### config.mk
export PLATFORM = sky130hd
export DESIGN_NAME = operand_sel_pipe
export DESIGN_NICKNAME = d
export VERILOG_FILES = /design/src/rtl/operand_sel_pipe_pkg.sv /design/src/rtl/operand_sel_pipe_stage.sv /design/src/rtl/operand_sel_pipe.sv
export SDC_FILE = /design/constraint.sdc
export NUM_CORES = 1
export LEC_CHECK = 0
export CAP_MARGIN = 20
export CORE_UTILIZATION = 32
export DETAILED_ROUTE_END_ITERATION = 6
export PLACE_DENSITY = 0.79
export SLEW_MARGIN = 20
export SYNTH_ARGS = -nofsm -noshare
export SYNTH_HDL_FRONTEND = slang
export SYNTH_SLANG_ARGS = --single-unit
### constraint.sdc
create_clock -name clk_i -period 0.8 [get_ports clk_i]
set_clock_uncertainty 0.15 [all_clocks]
set_input_delay 0.16 -clock clk_i [delete_from_list [all_inputs] [get_ports clk_i]]
set_output_delay 0.16 -clock clk_i [all_outputs]
set_load 0.005 [all_outputs]
### src/rtl/operand_sel_pipe_pkg.sv
// ---------------------------------------------------------------------------
// operand_sel_pipe_pkg
//   Shared constants for the operand select pipeline: default data width,
//   input count, select width and pipeline depth, plus the width and
//   saturation value of the error counter.
// ---------------------------------------------------------------------------
package operand_sel_pipe_pkg;

   localparam int unsigned OSP_WIDTH   = 32;
   localparam int unsigned OSP_NUM_IN  = 4;
   localparam int unsigned OSP_SEL_W   = 2;
   localparam int unsigned OSP_DEPTH   = 1;

   localparam int unsigned ERR_CNT_W   = 8;
   localparam logic [ERR_CNT_W-1:0] ERR_CNT_MAX = '1;

endpackage

### src/rtl/operand_sel_pipe_stage.sv
// ---------------------------------------------------------------------------
// pipe_stage_reg
//   One pipeline stage: a data register plus its valid bit.
//   Ports:
//     clk_i    rising-edge clock
//     rst_i    asynchronous active-low reset (clears data and valid)
//     stall_i  hold the current contents
//     flush_i  clear data and valid (wins over stall_i)
//     data_i   data from the previous stage
//     valid_i  valid from the previous stage
//     data_o   registered data
//     valid_o  registered valid
// ---------------------------------------------------------------------------
module pipe_stage_reg #(
   parameter int unsigned WIDTH = 32
) (
   input  logic             clk_i,
   input  logic             rst_i,
   input  logic             stall_i,
   input  logic             flush_i,
   input  logic [WIDTH-1:0] data_i,
   input  logic             valid_i,
   output logic [WIDTH-1:0] data_o,
   output logic             valid_o
);

   always_ff @(posedge clk_i or negedge rst_i) begin
      if (!rst_i) begin
         data_o  <= '0;
         valid_o <= 1'b0;
      end else if (flush_i) begin
         data_o  <= '0;
         valid_o <= 1'b0;
      end else if (!stall_i) begin
         data_o  <= data_i;
         valid_o <= valid_i;
      end
   end

endmodule

### src/rtl/operand_sel_pipe.sv
// ---------------------------------------------------------------------------
// operand_sel_pipe
//   Selects one of NUM_IN flattened inputs by binary index and carries it,
//   with its valid bit, through DEPTH register stages. Out-of-range selects
//   produce zero data; when accepted they set a sticky error flag and bump a
//   saturating error counter.
//   Ports:
//     clk_i      rising-edge clock
//     rst_i      asynchronous active-low reset
//     data_i     NUM_IN*WIDTH flattened inputs, input k at [k*WIDTH +: WIDTH]
//     select_i   binary index of the input to pass
//     valid_i    data_i/select_i meaningful this cycle
//     stall_i    freeze all stages
//     flush_i    invalidate all stages (wins over stall_i)
//     clr_err_i  clear sel_err_o and err_cnt_o (wins over a new error)
//     data_o     last-stage data
//     valid_o    last-stage valid
//     sel_err_o  sticky out-of-range flag
//     err_cnt_o  saturating count of accepted out-of-range selects
// ---------------------------------------------------------------------------
module operand_sel_pipe
   import operand_sel_pipe_pkg::*;
#(
   parameter int unsigned WIDTH  = OSP_WIDTH,
   parameter int unsigned NUM_IN = OSP_NUM_IN,
   parameter int unsigned SEL_W  = OSP_SEL_W,
   parameter int unsigned DEPTH  = OSP_DEPTH
) (
   input  logic                    clk_i,
   input  logic                    rst_i,
   input  logic [NUM_IN*WIDTH-1:0] data_i,
   input  logic [SEL_W-1:0]        select_i,
   input  logic                    valid_i,
   input  logic                    stall_i,
   input  logic                    flush_i,
   input  logic                    clr_err_i,
   output logic [WIDTH-1:0]        data_o,
   output logic                    valid_o,
   output logic                    sel_err_o,
   output logic [ERR_CNT_W-1:0]    err_cnt_o
);

   // One extra bit so NUM_IN is representable even when NUM_IN == 2**SEL_W.
   localparam logic [SEL_W:0] NUM_IN_C = (SEL_W+1)'(NUM_IN);

   logic             sel_oor;
   logic             accepted;
   logic [WIDTH-1:0] sel_data;

   logic [WIDTH-1:0] stg_data  [0:DEPTH];
   logic             stg_valid [0:DEPTH];

   assign sel_oor  = ({1'b0, select_i} >= NUM_IN_C);
   assign accepted = valid_i & ~stall_i & ~flush_i;

   always_comb begin
      sel_data = '0;
      for (int unsigned k = 0; k < NUM_IN; k++) begin
         if ({1'b0, select_i} == (SEL_W+1)'(k)) begin
            sel_data = data_i[k*WIDTH +: WIDTH];
         end
      end
   end

   assign stg_data[0]  = sel_data;
   assign stg_valid[0] = valid_i;

   for (genvar s = 0; s < DEPTH; s++) begin : g_stage
      pipe_stage_reg #(
         .WIDTH (WIDTH)
      ) u_stage (
         .clk_i   (clk_i),
         .rst_i   (rst_i),
         .stall_i (stall_i),
         .flush_i (flush_i),
         .data_i  (stg_data[s]),
         .valid_i (stg_valid[s]),
         .data_o  (stg_data[s+1]),
         .valid_o (stg_valid[s+1])
      );
   end

   assign data_o  = stg_data[DEPTH];
   assign valid_o = stg_valid[DEPTH];

   always_ff @(posedge clk_i or negedge rst_i) begin
      if (!rst_i) begin
         sel_err_o <= 1'b0;
         err_cnt_o <= '0;
      end else if (clr_err_i) begin
         sel_err_o <= 1'b0;
         err_cnt_o <= '0;
      end else if (accepted && sel_oor) begin
         sel_err_o <= 1'b1;
         if (err_cnt_o != ERR_CNT_MAX) begin
            err_cnt_o <= err_cnt_o + 1'b1;
         end
      end
   end

endmodule

==> flow_summary.yaml, run 1 <==
power:
  p_leak_nw: 2.01
  powerDensity_nw_per_um2: 1130
  irDropWorstVdd_mv: 0.587
logic_synthesis:
  synth.distinct_cells: 14
  syn_area_um2: 2440
  ys_ff_latch: 33
  ys_seq_area_frac: 0.338
  ys_warn_count: 0
  avgSynthCellArea_um2: 12.4
  synth_cells: 197
grt:
  grt_pass1_wl_mm: 12.0
  overflow: 0
  antenna_found_initial: 0
  grt_start_max_net_pins: 34
  grt_pass1_vias: 2500
  track_usage: 0.200
clock_tree:
  cts_root_buf: "clkbuf_8"
  cts_buffers: 5
  cts.sinks: 33
  insertion_delay_ns: 0.27
  htree_levels: 2
  clkTransAtPathRegs_ns: 0.07
  clock_path_buffers: 2
  cts_tree: "yes"
detailed_routing:
  initialDrtViolationCount: 40
  via_per_inst: 4.90
  ant_nets: 0
  drc: 0
  post_drt_wl_per_cell_um: 16.4
  vias: 2378
  postRouteWirelength_mm: 7.94
  drtPass1Iterations: 3
die:
  start_util: 0.333
  rows: 31
  core_area_um2: 7330
  die_width_um: 89.3
  top_level_ports: 178
  die_y_um: 89.3
  dieArea_um2: 7980
setup_path:
  worstRegToRegCells: 3
  worst-path-buf-inv: 1
  required_ns: 0.49
  startpoint: "g_stage[0].u_stage.data_o[2]$_DFFE_PN0P_"
  r2r_setup_slack_ns: -0.20
  critical_path_depth: 1
  cp_data_arrival_time_ns: 0.81
  cp_slowest_stage_delay_ns: 0.40
  r2r-end: "g_stage[0].u_stage.data_o[6]$_DFFE_PN0P_"
  crit_fanout: 2
  r2r-start: "g_stage[0].u_stage.data_o[6]$_DFFE_PN0P_"
  end_kind: "output port"
  crit_end: "data_o[2]"
  crit_family: "flip-flops"
  worst_path_max_delay_cell: "dfrtp_1"
  path_cells: "buf_2"
  worstSetupPathType: "flop to output port"
  start_kind: "flop"
sta:
  fin_ws_ns: -0.323
  tns_ns: -17.56
  rsz0062_at_grt: "true"
  drv_slew: 0
  period_share: 1.40
  setup_viol: 66
  final_hold_viol_count: 0
  post-route-min-period_ns: 1.12
  timing.fmax_mhz: 891
final_layout:
  diodes: 0
  n_fill_cell: 594
  stdcell_area_um2: 4460
  final_layout_size_suffix_gt1_frac: 0.301
  layout.cells.non_filler: 485
  synthToLayoutAreaGrowth_pct: 82.7
  nets: 521
place:
  placed_cell_area_um2: 4300
  io_buffers: 167
  globalplace.congestion: 0.733
  dp_hpwl_mm: 5.95
  numPlacedInstances: 467
flow_run:
  cap_violations: 0
min_path:
  hp-class: "input pin to flop"
outcome:
  status: "complete, but fails checks"
  violations: "negative setup slack"
-- stage by stage --
step                      total power, mW  hold slack, ns  setup WS, ns  utilization
after floorplan                      2.56          -0.286        -0.497            -
after global placement               3.68         -0.0164        -0.957        0.587
after detailed placement             3.71         -0.0102         -1.01        0.587
after CTS                            5.04           0.188        -0.319        0.597
after global routing                 5.32           0.211        -0.344        0.608
final                                5.04           0.183        -0.323        0.608
-- synth_stat cells --
master    count  area share
buf_12        3       0.025
mux2i_1      65        0.27
nand3b_1     32       0.098
buf_6         3       0.014
o221ai_2     30        0.18
or3b_1        1      0.0036
buf_4         9       0.028
o221ai_1      2      0.0072
buf_2         9       0.018
nor2_1        1      0.0015
conb_1        1      0.0015
clkbuf_1      7       0.011
or3_1         1      0.0026
dfrtp_1      33        0.34
-- routing by layer --
metal  GRT usage  vias up  routed length (µm)
li1            -     1128                   -
met1       0.226     1131                3050
met2       0.380      107                4160
met3      0.0397       12                 626
met4      0.0577        0                  99
met5           0        -                   0
-- flip-flops by register name, indices dropped and copies added, names as in the netlist --
name / count
g_stage.u_stage.data_o: 32
g_stage.u_stage.valid_o: 1
-- final cells by class --
type                       count  area [µm²]  area share
timing repair buffer         204        1940       0.435
multi-input combinational    141        1470       0.329
sequential                    33         826       0.185
tap                           99         124      0.0278
clock buffer                   7        96.3      0.0216
clock inverter                 1        5.00     0.00112
-- logic make-up after synthesis --
group	after synthesis	synth area share
muxes	65	0.267
and+or+nand+nor	35	0.106
DFF	33	0.338
AOI/OAI and AO/OA	32	0.192
buffers and inverters	31	0.0954
other	1	0.00154
-- power breakdown --
group	leakage [nW]	internal (mW)	switching, mW
registers	0.440	1.79	0.0672
clock network	0.0542	0.778	0.599
logic	1.52	1.16	0.649
total	2.01	3.73	1.31
-- cells in the final DEF, fill, tap and decap left out, types with 2 or more instances in the layout --
master | netlist | layout
conb_1 | 1 | 9
buf_12 | 3 | 7
buf_16 | 0 | 2
mux2i_1 | 65 | 65
buf_2 | 9 | 35
clkdlybuf4s50_1 | 0 | 129
buf_4 | 9 | 24
nand3b_1 | 32 | 32
o221ai_4 | 0 | 3
buf_8 | 0 | 2
clkbuf_8 | 0 | 7
buf_6 | 3 | 3
dfrtp_1 | 33 | 33
o221ai_2 | 30 | 29
-- worst min-delay path by stage --
| stage | start | to | slack (ns) | depth (start not counted) |
|---|---|---|---|---|
| CTS | stall_i | g_stage[0].u_stage.data_o[29]$_DFFE_PN0P_ | 0.19 | 4 |
| floorplan | rst_i | g_stage[0].u_stage.data_o[0]$_DFFE_PN0P_ | -0.29 | 0 |
| global route | stall_i | g_stage[0].u_stage.data_o[24]$_DFFE_PN0P_ | 0.21 | 4 |
| global placement | rst_i | g_stage[0].u_stage.data_o[19]$_DFFE_PN0P_ | -0.02 | 2 |
| detailed placement | rst_i | g_stage[0].u_stage.data_o[19]$_DFFE_PN0P_ | -0.01 | 2 |
| finish | stall_i | g_stage[0].u_stage.data_o[29]$_DFFE_PN0P_ | 0.18 | 4 |
-- what timing repair did --
action,4_1_cts,5_1_grt
hold endpoints to repair,33,0
hold buffers,1,0
endpoints found under the setup margin,66,66
pin swaps,4,2
cloned,2,1
gates resized for setup,161,6
setup buffers,11,5
No activity file was read; power rests on OpenSTA's default activity.
==> run 2: changes to the inputs <==
--- a/config.mk
+++ b/config.mk
@@ -9,7 +9,9 @@
 export CORE_UTILIZATION = 32
 export DETAILED_ROUTE_END_ITERATION = 6
 export PLACE_DENSITY = 0.79
+export SKIP_CTS_REPAIR_TIMING = 1
 export SLEW_MARGIN = 20
 export SYNTH_ARGS = -nofsm -noshare
 export SYNTH_HDL_FRONTEND = slang
 export SYNTH_SLANG_ARGS = --single-unit
+export TNS_END_PERCENT = 1
==> flow_summary.yaml, run 2 (synthesis gave the netlist of run 1 again) <==
clock_tree:
  insertion_delay_ns: 0.28
  clock_path_buffers: 2
  cts_tree: "yes"
  cts_root_buf: "clkbuf_8"
  cts_buffers: 5
  cts.sinks: 33
  clkTransAtPathRegs_ns: 0.07
  htree_levels: 2
sta:
  drv_slew: 0
  setup_viol: 66
  post-route-min-period_ns: 1.12
  fin_ws_ns: -0.320
  hold_slack_ns: 0.182
  period_share: 1.40
  rsz0062_at_grt: "true"
  final_hold_viol_count: 0
  timing.fmax_mhz: 893
min_path:
  hp-class: "input pin to flop"
detailed_routing:
  drtPass1Iterations: 5
  initialDrtViolationCount: 59
  post_drt_wl_per_cell_um: 16.2
  via_per_inst: 4.84
  postRouteWirelength_mm: 7.95
  ant_nets: 0
  drc: 0
  vias: 2373
final_layout:
  final_common_cell: "clkdlybuf4s50_1"
  biggestRegsByFlops: "g_stage.u_stage.data_o: 32 flops, g_stage.u_stage.valid_o: 1 flops"
  n_fill_cell: 643
  stdcell_area_um2: 4390
  nets: 526
  diodes: 0
  multiInputGateArea_um2: 1450
  synthToLayoutAreaGrowth_pct: 79.8
  largest_reg_flops: 32
  final_layout_size_suffix_gt1_frac: 0.307
  regMostFlops: "g_stage.u_stage.data_o"
  fin_util: 0.599
  seqCellArea_um2: 826
  final_cell_mix: "129 x clkdlybuf4s50_1, 64 x mux2i_1, 35 x clkbuf_2, 33 x dfrtp_1, 33 x buf_4"
place:
  io_buffers: 167
  dp_hpwl_mm: 5.74
  dpl_worst_slack_ns: -1.07
  placed_cell_area_um2: 4260
  globalplace.congestion: 0.677
die:
  start_util: 0.333
  rows: 31
  die_width_um: 89.3
  top_level_ports: 178
  dieArea_um2: 7980
  die_y_um: 89.3
  core_area_um2: 7330
setup_path:
  r2r-start: "g_stage[0].u_stage.data_o[20]$_DFFE_PN0P_"
  worst-path-buf-inv: 1
  path_cells: "clkbuf_2"
  crit_fanout: 2
  worst_path_max_delay_cell: "dfrtp_1"
  startpoint: "g_stage[0].u_stage.data_o[2]$_DFFE_PN0P_"
  worstRegToRegCells: 4
  cp_data_arrival_time_ns: 0.81
  r2r_setup_slack_ns: -0.28
  required_ns: 0.49
  critical_path_depth: 1
  crit_end: "data_o[2]"
  cp_slowest_stage_delay_ns: 0.40
  start_kind: "flop"
  worstSetupPathType: "flop to output port"
  crit_family: "flip-flops"
  end_kind: "output port"
  r2r-end: "g_stage[0].u_stage.data_o[20]$_DFFE_PN0P_"
grt:
  grt_pass1_wl_mm: 11.3
  grt_pass1_vias: 2330
  overflow: 0
  antenna_found_initial: 0
  track_usage: 0.188
  grt_start_max_net_pins: 34
power:
  powerDensity_nw_per_um2: 1110
  total_power_mw: 4.88
  p_leak_nw: 1.98
  irDropWorstVdd_mv: 0.501
flow_run:
  cap_violations: 0
outcome:
  violations: "negative setup slack"
  status: "complete, but fails checks"
==> run 2: cell count changes in the layout (fill, tap and decap cells not counted), sizes merged <==
cell | before | now
clkbuf | 8 | 43
buf | 73 | 42
clkinv | 1 | 2
==> run 2: how the worst min path moves through the flow <==
stage	slack [ns]	cells past startpoint	from	end
after CTS	-0.32	2	rst_i	g_stage[0].u_stage.data_o[23]$_DFFE_PN0P_
after global routing	0.18	4	select_i[1]	g_stage[0].u_stage.data_o[17]$_DFFE_PN0P_
after floorplan	-0.29	0	rst_i	g_stage[0].u_stage.data_o[0]$_DFFE_PN0P_
final	0.18	4	select_i[1]	g_stage[0].u_stage.data_o[17]$_DFFE_PN0P_
after detailed placement	-0.01	2	rst_i	g_stage[0].u_stage.data_o[19]$_DFFE_PN0P_
after global placement	-0.02	2	rst_i	g_stage[0].u_stage.data_o[19]$_DFFE_PN0P_
==> run 2: stage by stage <==
step,setup TNS [ns],instances
after floorplan,-15.75,205
final,-17.22,490
after detailed placement,-44.39,465
after CTS,-45.05,473
after global routing,-18.99,490
after global placement,-43.55,465
==> run 2: area by class of cell <==
type,count,share of cell area
repair buffers,209,0.434
flip-flops and latches,33,0.188
clock inverters,2,0.00228
multi-input cells,141,0.331
well taps,99,0.0282
clock buffers,6,0.0165
==> run 2: per-layer routing <==
layer,wire length [µm],GRT usage,part of all wire,vias to the layer above
met5,0,0,0,-
met4,84,0.0491,0.011,0
met3,630,0.0536,0.079,9
li1,-,-,-,1139
met1,3180,0.213,0.40,1118
met2,4050,0.347,0.51,107
==> run 2: power breakdown <==
part           total (mW)  switching (mW)  internal [mW]
logic                1.79           0.643           1.14
registers            1.86          0.0719           1.79
clock network        1.23           0.623          0.603
==> run 3: changes to the inputs <==
--- a/config.mk
+++ b/config.mk
@@ -6,9 +6,12 @@
 export NUM_CORES = 1
 export LEC_CHECK = 0
 export CAP_MARGIN = 20
-export CORE_UTILIZATION = 32
+export CELL_PAD_IN_SITES_DETAIL_PLACEMENT = 2
+export CELL_PAD_IN_SITES_GLOBAL_PLACEMENT = 2
+export CORE_UTILIZATION = 18
+export CTS_CLUSTER_DIAMETER = 30
 export DETAILED_ROUTE_END_ITERATION = 6
-export PLACE_DENSITY = 0.79
+export PLACE_DENSITY_LB_ADDON = 0.1
 export SKIP_CTS_REPAIR_TIMING = 1
 export SLEW_MARGIN = 20
 export SYNTH_ARGS = -nofsm -noshare
==> flow_summary.yaml, run 3 (synthesis gave the netlist of run 1 again) <==
setup_path:
  required_ns: 0.49
  path_cells: "clkbuf_2"
  worstSetupPathType: "flop to output port"
  cp_data_arrival_time_ns: 0.79
  crit_family: "flip-flops"
  worst-path-buf-inv: 1
  worst_path_max_delay_cell: "dfrtp_1"
  cp_slowest_stage_delay_ns: 0.39
  end_kind: "output port"
  crit_fanout: 2
  start_kind: "flop"
detailed_routing:
  ant_nets: 0
  initialDrtViolationCount: 28
  drtPass1Iterations: 4
  postRouteWirelength_mm: 9.81
  drc: 0
  via_per_inst: 4.25
  vias: 2412
  post_drt_wl_per_cell_um: 17.3
final_layout:
  biggestRegsByFlops: "g_stage.u_stage.data_o: 32 flops, g_stage.u_stage.valid_o: 1 flops"
  diodes: 0
  final_common_cell: "clkdlybuf4s50_1"
  stdcell_area_um2: 4670
  layout.cells.non_filler: 568
  synthToLayoutAreaGrowth_pct: 91.3
  largest_reg_flops: 32
  regMostFlops: "g_stage.u_stage.data_o"
  nets: 528
  final_layout_size_suffix_gt1_frac: 0.324
  final_cell_mix: "129 x clkdlybuf4s50_1, 59 x mux2i_1, 33 x dfrtp_1, 32 x nand3b_1, 32 x clkbuf_2"
sta:
  timing.fmax_mhz: 905
  drv_slew: 0
  setup_viol: 66
  tns_ns: -17.10
  final_hold_viol_count: 0
  period_share: 1.38
  fin_ws_ns: -0.304
  rsz0062_at_grt: "true"
  post-route-min-period_ns: 1.10
clock_tree:
  cts_root_buf: "clkbuf_16"
  clock_path_buffers: 2
  htree_levels: 2
  insertion_delay_ns: 0.27
  cts_tree: "yes"
  cts_buffers: 5
  clkTransAtPathRegs_ns: 0.06
  cts.sinks: 33
outcome:
  violations: "negative setup slack"
  status: "complete, but fails checks"
power:
  powerDensity_nw_per_um2: 1210
  p_sw_mw: 1.45
  irDropWorstVdd_mv: 0.579
  p_comb_frac: 0.335
  p_clk_frac: 0.336
  p_sw_frac: 0.257
  p_leak_nw: 2.03
  p_int_mw: 4.21
  p_seq_frac: 0.329
place:
  io_buffers: 167
  globalplace.congestion: 0.674
  numPlacedInstances: 549
  dpl_worst_slack_ns: -1.06
  placed_cell_area_um2: 4430
  dp_hpwl_mm: 7.63
grt:
  track_usage: 0.141
  antenna_found_initial: 0
  overflow: 0
  grt_pass1_wl_mm: 15.5
  grt_pass1_vias: 2726
  grt_start_max_net_pins: 32
die:
  top_level_ports: 178
  die_y_um: 118
  die_width_um: 118
  dieArea_um2: 14000
  core_area_um2: 13200
  rows: 42
  start_util: 0.184
min_path:
  hp-class: "input pin to async pin"
flow_run:
  cap_violations: 0
[run 3: changes by cell type in the layout (fill, tap and decap cells not counted)]
cell       previous run  this run
mux2i_1              64        59
clkbuf_8              5         1
buf_6                 4         5
buf_8                 0         2
buf_2                 1         2
clkbuf_2             35        32
clkbuf_16             2         7
mux2i_2               1         6
o221ai_2             29        28
buf_4                33        31
o221ai_1              1         0
buf_12                4         7
o221ai_4              2         4
clkinv_2              2         0
[run 3: worst paths after layout]
path / cells past startpoint / slack, ns / endpoint / start
min in group clk_i: 3 / 0.16 / g_stage[0].u_stage.valid_o$_DFFE_PN0P_ / flush_i
setup reg to reg: 4 / -0.27 / g_stage[0].u_stage.data_o[10]$_DFFE_PN0P_ / g_stage[0].u_stage.data_o[10]$_DFFE_PN0P_
setup / recovery: 1 / -0.30 / data_o[0] / g_stage[0].u_stage.data_o[0]$_DFFE_PN0P_
max in group asynchronous: 3 / 0.04 / g_stage[0].u_stage.data_o[25]$_DFFE_PN0P_ / rst_i
hold / removal: 2 / 0.07 / g_stage[0].u_stage.data_o[10]$_DFFE_PN0P_ / rst_i
hold reg to reg: 2 / 0.38 / g_stage[0].u_stage.data_o[23]$_DFFE_PN0P_ / g_stage[0].u_stage.data_o[23]$_DFFE_PN0P_
[run 3: final cells by class]
class / instances / area (µm²)
repair buffers: 211 / 1980
multi-input cells: 141 / 1500
well taps: 176 / 220
fillers: 1450 / 8570
flip-flops and latches: 33 / 826
clock buffers: 7 / 143
[run 3: power groups by stage]
stage	Clock, mW	Combinational, mW	Sequential, mW
2_1_floorplan	0	0.664	1.90
3_3_place_gp	0	1.88	1.89
3_5_place_dp	0	1.90	1.89
4_1_cts	1.99	1.90	1.86
5_1_grt	2.05	2.05	1.88
6_report	1.90	1.90	1.86
[run 3: through the flow]
step | hold WS [ns] | power, mW | utilization
floorplan | -0.286 | 2.56 | -
global route | 0.0895 | 5.98 | 0.353
CTS | -0.480 | 5.76 | 0.345
global placement | -0.179 | 3.77 | 0.334
finish | 0.0696 | 5.67 | 0.353
detailed placement | -0.183 | 3.79 | 0.334
[run 3: metal layers]
| layer | up-vias | track usage | share of wire |
|---|---|---|---|
| met1 | 1169 | 0.170 | 0.42 |
| met5 | - | 0 | 0 |
| met4 | 0 | 0.0285 | 0.0055 |
| li1 | 1137 | - | - |
| met3 | 4 | 0.0473 | 0.084 |
| met2 | 102 | 0.243 | 0.49 |
